==> src/rtl/bht_2bit_if.sv <==
// Fetch-side prediction and EX-side resolution signals of the 2-bit branch history table.
interface bht_2bit_if;
    logic [31:0] fetch_pc;
    logic        T_NT;
    logic        update_en;
    logic [31:0] update_pc;
    logic        update_taken;
    logic        update_pred;
    logic [31:0] mispredict_cnt;

    modport master (
        output fetch_pc,
        output update_en,
        output update_pc,
        output update_taken,
        output update_pred,
        input  T_NT,
        input  mispredict_cnt
    );

    modport slave (
        input  fetch_pc,
        input  update_en,
        input  update_pc,
        input  update_taken,
        input  update_pred,
        output T_NT,
        output mispredict_cnt
    );
endinterface

==> src/rtl/bht_2bit.sv <==
// Direct-mapped table of 2-bit saturating branch predictors with a misprediction counter.
// Define BHT_BYPASS_EN to forward a same-cycle, same-index update onto T_NT.
module bht_2bit #(
    parameter int INDEX_W = 6
) (
    input  logic      clk,
    input  logic      rst,
    bht_2bit_if.slave bus
);

    localparam int ENTRIES = 2 ** INDEX_W;

    function automatic logic [1:0] ctr_next(input logic [1:0] ctr, input logic taken);
        logic [1:0] nxt;
        if (taken) begin
            if (ctr == 2'b11) nxt = ctr;
            else              nxt = ctr + 2'b01;
        end else begin
            if (ctr == 2'b00) nxt = ctr;
            else              nxt = ctr - 2'b01;
        end
        return nxt;
    endfunction

    function automatic logic [31:0] sat_inc32(input logic [31:0] val);
        logic [31:0] nxt;
        if (val == 32'hFFFF_FFFF) nxt = val;
        else                      nxt = val + 32'd1;
        return nxt;
    endfunction

    logic [INDEX_W-1:0] fetch_idx_s;
    logic [INDEX_W-1:0] update_idx_s;
    logic [1:0]         update_ctr_s;
    logic [1:0]         table_q [ENTRIES];
    logic [1:0]         table_d [ENTRIES];
    logic [31:0]        mispredict_cnt_q;
    logic [31:0]        mispredict_cnt_d;
    logic               t_nt_s;
    logic               unused_pc_bits_s;

    assign fetch_idx_s      = bus.fetch_pc[INDEX_W+1:2];
    assign update_idx_s     = bus.update_pc[INDEX_W+1:2];
    assign update_ctr_s     = ctr_next(table_q[update_idx_s], bus.update_taken);
    // Low byte-offset bits and tag bits above the index never select an entry.
    assign unused_pc_bits_s = ^{bus.fetch_pc[1:0], bus.fetch_pc[31:INDEX_W+2],
                                bus.update_pc[1:0], bus.update_pc[31:INDEX_W+2]};

    // Next table contents: only the addressed entry moves, and only on an update strobe.
    always_comb begin
        for (int i = 0; i < ENTRIES; i++) begin
            table_d[i] = table_q[i];
        end
        if (bus.update_en) begin
            table_d[update_idx_s] = update_ctr_s;
        end else begin
            table_d[update_idx_s] = table_q[update_idx_s];
        end
    end

    // Next misprediction count, saturating at all-ones.
    always_comb begin
        mispredict_cnt_d = mispredict_cnt_q;
        if (bus.update_en && (bus.update_pred != bus.update_taken)) begin
            mispredict_cnt_d = sat_inc32(mispredict_cnt_q);
        end else begin
            mispredict_cnt_d = mispredict_cnt_q;
        end
    end

    // Zero-latency prediction for the fetch PC; suppressed while in reset.
    always_comb begin
        t_nt_s = 1'b0;
        if (rst) begin
            t_nt_s = 1'b0;
        end else begin
`ifdef BHT_BYPASS_EN
            if (bus.update_en && (update_idx_s == fetch_idx_s)) begin
                t_nt_s = update_ctr_s[1];
            end else begin
                t_nt_s = table_q[fetch_idx_s][1];
            end
`else
            t_nt_s = table_q[fetch_idx_s][1];
`endif
        end
    end

    // State registers; reset overrides any update presented in the same cycle.
    always_ff @(posedge clk) begin
        if (rst) begin
            for (int i = 0; i < ENTRIES; i++) begin
                table_q[i] <= 2'b01;
            end
            mispredict_cnt_q <= 32'd0;
        end else begin
            for (int i = 0; i < ENTRIES; i++) begin
                table_q[i] <= table_d[i];
            end
            mispredict_cnt_q <= mispredict_cnt_d;
        end
    end

    assign bus.T_NT           = t_nt_s;
    assign bus.mispredict_cnt = mispredict_cnt_q;

endmodule
==> src/flat_wrapper.sv <==
// flat-port wrapper written by rule: the top's interface ports become plain ports
module bht_2bit_flat 
#(
    parameter int INDEX_W = 6
)
  (clk, rst, bus_fetch_pc, bus_update_en, bus_update_pc, bus_update_taken, bus_update_pred, bus_T_NT, bus_mispredict_cnt);
  bht_2bit_if bus_i ();
  input  logic clk;
  input  logic rst;
  input wire logic [$bits(bus_i.fetch_pc)-1:0] bus_fetch_pc;
  input wire logic [$bits(bus_i.update_en)-1:0] bus_update_en;
  input wire logic [$bits(bus_i.update_pc)-1:0] bus_update_pc;
  input wire logic [$bits(bus_i.update_taken)-1:0] bus_update_taken;
  input wire logic [$bits(bus_i.update_pred)-1:0] bus_update_pred;
  output wire logic [$bits(bus_i.T_NT)-1:0] bus_T_NT;
  output wire logic [$bits(bus_i.mispredict_cnt)-1:0] bus_mispredict_cnt;
  assign bus_i.fetch_pc = bus_fetch_pc;
  assign bus_i.update_en = bus_update_en;
  assign bus_i.update_pc = bus_update_pc;
  assign bus_i.update_taken = bus_update_taken;
  assign bus_i.update_pred = bus_update_pred;
  assign bus_T_NT = bus_i.T_NT;
  assign bus_mispredict_cnt = bus_i.mispredict_cnt;
  bht_2bit #(.INDEX_W(INDEX_W)) u_core (.clk(clk), .rst(rst), .bus(bus_i));
endmodule
==> config.mk <==
export PLATFORM = sky130hd
export DESIGN_NAME = bht_2bit_flat
export DESIGN_NICKNAME = d
export VERILOG_FILES = /design/src/rtl/bht_2bit_if.sv /design/src/rtl/bht_2bit.sv /design/src/flat_wrapper.sv
export SDC_FILE = /design/constraint.sdc
export NUM_CORES = 1
export LEC_CHECK = 0
export BUFFER_PORTS_ARGS = -buffer_cell sky130_fd_sc_hd__buf_2
export CAP_MARGIN = 25
export CORE_MARGIN = 3
export CORE_UTILIZATION = 61
export CTS_CLUSTER_SIZE = 8
export DETAILED_ROUTE_END_ITERATION = 12
export PLACE_DENSITY = 0.84
export SLEW_MARGIN = 15
export SYNTH_ARGS = -nofsm -noshare
export SYNTH_HDL_FRONTEND = slang
export SYNTH_SLANG_ARGS = --single-unit
==> constraint.sdc <==
create_clock -name clk -period 10.2 [get_ports clk]
set_input_delay 3.06 -clock clk [delete_from_list [all_inputs] [get_ports clk]]
set_output_delay 3.06 -clock clk [all_outputs]
set_load 0.05 [all_outputs]
==> metrics.txt, run 1 <==
MaxCap Viol Count 0; Synth async-reset ratio 0; Required @ worst endpoint 7140 ps; final max-slew violation count 0; Placed Area 8250 um2; # IOs 102; setup_tns 0 ps; Worst-Margin Slew 1130 ps; status completed; pin count of the biggest net entering global routing 91; endpoints failing hold 0; clock sinks 160; core footprint 12800 um2; Area growth syn-to-layout 9.73%; ys flop type dfxtp_1; HPWL Detailed 13200 um; GPL Wtd Cong 0.879; fin util 0.691; sequential area share after synthesis 0.398; Pwr Total 1.40 mW; TritonCTS clock tree yes; I/O Buffers 49; area of the die 14600 um2; first-pass GRT wire length 34000 um; num rows 41; startpoint types primary input; fin crit share 0.833; CTS root buf clkbuf_16; Clock Pin Slew Worst Setup and Hold Paths 60 ps; FMAX 0.118 GHz; Resized cells post-CTS 0; postcts setup bufs 0; Power Density 159 nW/um2; reg-to-reg startpoint u_core.table_q[31][1]; Peak supply drop 0.000127 V; biggest area consumer among synthesized cells dfxtp_1; post-layout min period 8500 ps; CTS buffer count 17; Synth cell types 63; final instance area 8830 um2; post-place setup slack 1670 ps; via/cell ratio 6.49; Total Routing Usage GR 0.296; most frequent cell after synthesis dfxtp_1; syn_nets 927; RSZ-0062 raised after global routing false; LEAKAGE 3.05 nW; critical path type in -> out; Worst path max stage delay 600 ps; Initial DRC Count 939; CP Launch Point bus_fetch_pc[2]; post-route setup slack 1700 ps; Post-synth EDFFs 0; Crit. End Element primary output; CTS HTree Levels 4; top post-synthesis cells by area dfxtp_1 (40%), o21ai_0 (8.8%), mux4_2 (7.3%), o21ai_2 (6.5%), nand3b_1 (6.3%); fraction of layout cells with a size suffix above 1 0.222; most frequent cell on the critical path mux4_2; Synth Register Bits 160; Final Setup Violations 0; Layout Cells excl Fill 1062; Post-Place Cells 1030; Hold Slack 497 ps; ANT cells 0; Slew Limit Headroom 0.245; crit path DAT 5440 ps; Die X 121 um; Overflow after GRT 0; Worst Hold Class reg -> reg; CP max stage cell mux4_2; antenna violations before repair 0; wirelength, routed 21000 um; Die H 121 um; Syn Area/Cell 9.39 um2; post-synth top area share 0.398; Starting Density 0.630; Mapped Area 8050 um2; CP Max Fanout 16; Routed WL per cell 19.8 um; clock buffer depth 2; Synthesis Warnings 0; CP Cell Sequence buf_2 > mux4_2 > mux4_2 > mux4_2 > nor2b_1 > buf_2; Clock Latency Late Sink 440 ps; vias in the first global route 6619; clk_skew 14.2 ps; Layout Nets 948; post-synthesis instance total 857; via count of the routed design 6894; residual DRC count 0; hold wc startpoint u_core.bus.mispredict_cnt[27]; Post-synth top cells dfxtp_1 (160), o21ai_0 (141), nand2_1 (85); Detail Route Antenna Nets 0; drt pass-1 iters 6; CTS Hold Bufs 0
[path summary, 6_finish.rpt]
| check | to | slack, ps | cells after the start |
|---|---|---|---|
| setup / recovery | bus_T_NT | 1700 | 6 |
| hold / removal | u_core.bus.mispredict_cnt[27] | 500 | 2 |
| setup reg to reg | u_core.table_q[15][0] | 6840 | 9 |
| hold reg to reg | u_core.bus.mispredict_cnt[27] | 500 | 2 |
[cell usage in the layout, fill, tap and decap left out, types with 6 or more instances in the layout]
master | synthesis | routed
dfxtp_1 | 160 | 160
o21ai_0 | 141 | 141
nand2_1 | 85 | 85
nand3b_1 | 68 | 68
o21ai_2 | 60 | 60
buf_2 | 10 | 48
nor2_1 | 46 | 46
mux4_2 | 26 | 26
nand3_1 | 22 | 22
mux2i_1 | 21 | 21
xor2_1 | 18 | 18
clkbuf_16 | 0 | 17
buf_4 | 1 | 12
a21oi_1 | 10 | 10
xnor2_1 | 10 | 10
o22ai_1 | 9 | 9
nand4_1 | 9 | 9
and3_1 | 7 | 7
inv_1 | 7 | 7
a221oi_1 | 7 | 7
mux2_2 | 7 | 7
and4_1 | 6 | 6
[state kept, by name (all words and copies together) (netlist names)]
register                   count
u_core.bus.mispredict_cnt     32
u_core.table_q               128
[final cells by class]
type / instances / area, um2
well taps: 172 / 215
inverters: 9 / 33.8
fillers: 961 / 3940
multi-input cells: 628 / 4440
repair buffers: 62 / 363
clock inverters: 10 / 139
clock buffers: 21 / 440
flip-flops and latches: 160 / 3200
[routing by layer]
metal,GRT usage,part of all wire
met1,0.387,0.41
met2,0.457,0.47
met3,0.0844,0.092
met4,0.131,0.032
met5,0,0
[where the power goes]
part	switching, mW	leakage [nW]	total, mW	internal, mW
logic	0.0872	1.47	0.126	0.0390
registers	0.00476	1.29	0.637	0.633
clock network	0.254	0.281	0.637	0.383
[critical path: cells and delay by family]
kind	cells	cell delay [ps]
mux	3	1530
buf+inv	2	680
simple gates	1	160
[cells by family after synthesis]
kind of cell,synth area share
AND/OR/NAND/NOR,0.194
AO/OA/AOI/OAI,0.209
flip-flops,0.398
buffers and inverters,0.0521
multiplexers,0.115
XOR/XNOR,0.0305
adder cells (fa/ha/maj),0.00155
Power figures use the tool's default switching activity.
==> run 2: changes to the inputs <==
--- a/config.mk
+++ b/config.mk
@@ -5,13 +5,14 @@
 export SDC_FILE = /design/constraint.sdc
 export NUM_CORES = 1
 export LEC_CHECK = 0
+export ABC_AREA = 1
 export BUFFER_PORTS_ARGS = -buffer_cell sky130_fd_sc_hd__buf_2
 export CAP_MARGIN = 25
 export CORE_MARGIN = 3
-export CORE_UTILIZATION = 61
+export CORE_UTILIZATION = 60
 export CTS_CLUSTER_SIZE = 8
 export DETAILED_ROUTE_END_ITERATION = 12
-export PLACE_DENSITY = 0.84
+export PLACE_DENSITY = 0.82
 export SLEW_MARGIN = 15
 export SYNTH_ARGS = -nofsm -noshare
 export SYNTH_HDL_FRONTEND = slang
==> constraint.sdc (replaced) <==
create_clock -name clk -period 8.8 [get_ports clk]
set_input_delay 2.64 -clock clk [delete_from_list [all_inputs] [get_ports clk]]
set_output_delay 2.64 -clock clk [all_outputs]
set_load 0.05 [all_outputs]
==> metrics.txt, run 2 <==
Overflow after GRT 0; Post-synth top cells nand2_1 (474), inv_1 (245), a21oi_1 (201); Worst-Margin Slew 847 ps; FMAX 0.130 GHz; sequential area share after synthesis 0.341; vias in the first global route 8928; pin count of the biggest net entering global routing 79; endpoints failing hold 0; post-synth top area share 0.341; clk_skew 9.44 ps; Synth Register Bits 160; TritonCTS clock tree yes; crit path DAT 5040 ps; Required @ worst endpoint 6160 ps; critical path type in -> out; num rows 45; CTS Hold Bufs 0; Placed Area 9660 um2; Syn Area/Cell 5.95 um2; postcts setup bufs 0; Power Density 162 nW/um2; Peak supply drop 0.000161 V; ANT cells 0; # IOs 102; Total Routing Usage GR 0.314; core footprint 15300 um2; MaxCap Viol Count 0; Mapped Area 9410 um2; clock buffer depth 2; Die H 131 um; CP Cell Sequence buf_2 > clkinv_1 > buf_12 > o21ai_0 > a21oi_1 > o21ai_0 > nand3_1 > nand3_1 > nand3_1 > a21oi_1 > buf_2; Synth async-reset ratio 0; GPL Wtd Cong 0.969; Worst Hold Class reg -> reg; setup_tns 0 ps; fin util 0.671; most common cell after layout, fill and taps aside nand2_1; number of flip-flops in the largest register 128; CP max stage cell clkinv_1; Resized cells post-CTS 0; wirelength, routed 27400 um; Area growth syn-to-layout 8.85%; post-synthesis instance total 1580; fin crit share 0.872; Synth cell types 35; I/O Buffers 49; Starting Density 0.616; syn_nets 1650; Worst path max stage delay 550 ps; Clock Pin Slew Worst Setup and Hold Paths 70 ps; fillers 1412; ys flop type dfxtp_1; drt pass-1 iters 6; final instance area 10200 um2; Die X 131 um; Post-synth EDFFs 0; clock sinks 160; area of the die 17200 um2; first-pass GRT wire length 44800 um; Layout Nets 1657; CTS HTree Levels 4; fraction of layout cells with a size suffix above 1 0.0675; top post-synthesis cells by area dfxtp_1 (34%), nand2_1 (19%), a21oi_1 (11%), inv_1 (9.8%), nand3_1 (6.1%); commonest non-fill, non-tap cells in the layout nand2_1 (474), inv_1 (245), a21oi_1 (201); CTS buffer count 17; largest reg by FF count u_core.table_q; Initial DRC Count 1556; startpoint types primary input; Slew Limit Headroom 0.435; most frequent cell on the critical path nand3_1; via/cell ratio 5.55; post-layout min period 7680 ps; CTS root buf clkbuf_16; biggest area consumer among synthesized cells dfxtp_1; Crit. End Element primary output; Synthesis Warnings 0; residual DRC count 0; CP Max Fanout 31; Final Setup Violations 0; via count of the routed design 10047; antenna violations before repair 0; most frequent cell after synthesis nand2_1; RSZ-0062 raised after global routing false; Clock Latency Late Sink 430 ps; HPWL Detailed 17500 um; status completed; final max-slew violation count 0; LEAKAGE 4.22 nW; Routed WL per cell 15.1 um; Detail Route Antenna Nets 0
-- run 2: changes by cell type in the layout (fill, tap and decap cells not counted), sizes merged, moves of 21 or more --
cell    change
nand3b     -66
a21oi     +192
mux4       -27
nand3      +94
o21ai     -111
nand2     +391
nor3       +24
mux2i      -21
nor2       +87
inv       +245
-- run 2: final cells by class --
class                      instances  area (um2)  area share
multi-input combinational       1098        4900       0.478
sequential                       160        3200       0.313
inverter                         251         942      0.0920
clock buffer                      18         439      0.0429
timing repair buffer              59         359      0.0351
tap                              211         264      0.0258
clock inverter                    14         134      0.0131
-- run 2: worst max-delay path: cells and delay by family --
family                 cells  cell delay, ps
AO/OA/AOI/OAI              4             540
buffers and inverters      4            1450
AND/OR/NAND/NOR            3             390
-- run 2: final timing paths --
| check | to | slack, ps | start | depth (start not counted) |
|---|---|---|---|---|
| setup / recovery | bus_T_NT | 1120 | bus_fetch_pc[2] | 11 |
| hold / removal | u_core.table_q[40][0] | 460 | u_core.table_q[40][0] | 2 |
| setup reg to reg | u_core.bus.mispredict_cnt[6] | 5860 | u_core.bus.mispredict_cnt[22] | 12 |
| hold reg to reg | u_core.table_q[40][0] | 460 | u_core.table_q[40][0] | 2 |
-- run 2: logic make-up (layout without fill, tap and decap cells) --
| family | Yosys count | count (layout) | share of synthesized area |
|---|---|---|---|
| XOR/XNOR | 15 | 15 | 0.0140 |
| AND/OR/NAND/NOR | 780 | 780 | 0.341 |
| adder cells (fa/ha/maj) | 1 | 1 | 0.00133 |
| buffers and inverters | 322 | 342 | 0.139 |
| AO/OA/AOI/OAI | 302 | 302 | 0.164 |
| flip-flops | 160 | 160 | 0.341 |
-- run 2: report_power, final --
| group | total [mW] | internal (mW) | switching (mW) |
|---|---|---|---|
| Sequential | 0.735 | 0.731 | 0.00436 |
| Clock | 0.726 | 0.400 | 0.326 |
| Combinational | 0.202 | 0.0455 | 0.156 |
| Total | 1.66 | 1.18 | 0.486 |
-- run 2: metrics by stage --
step	worst slack [ps]	total power, mW	hold WS, ps	std cells
after detailed placement	1240	0.946	448	1779
after floorplan	1840	0.894	433	1580
after CTS	1210	1.66	464	1811
final	1120	1.66	461	1811
after global placement	1260	0.940	444	1777
after global routing	895	1.72	480	1811
-- run 2: layer usage --
metal / vias to the layer above / GRT usage / part of all wire
li1: 4976 / - / -
met2: 490 / 0.469 / 0.44
met1: 4505 / 0.444 / 0.42
met5: - / 0 / 0
met4: 0 / 0.132 / 0.035
met3: 76 / 0.0632 / 0.10
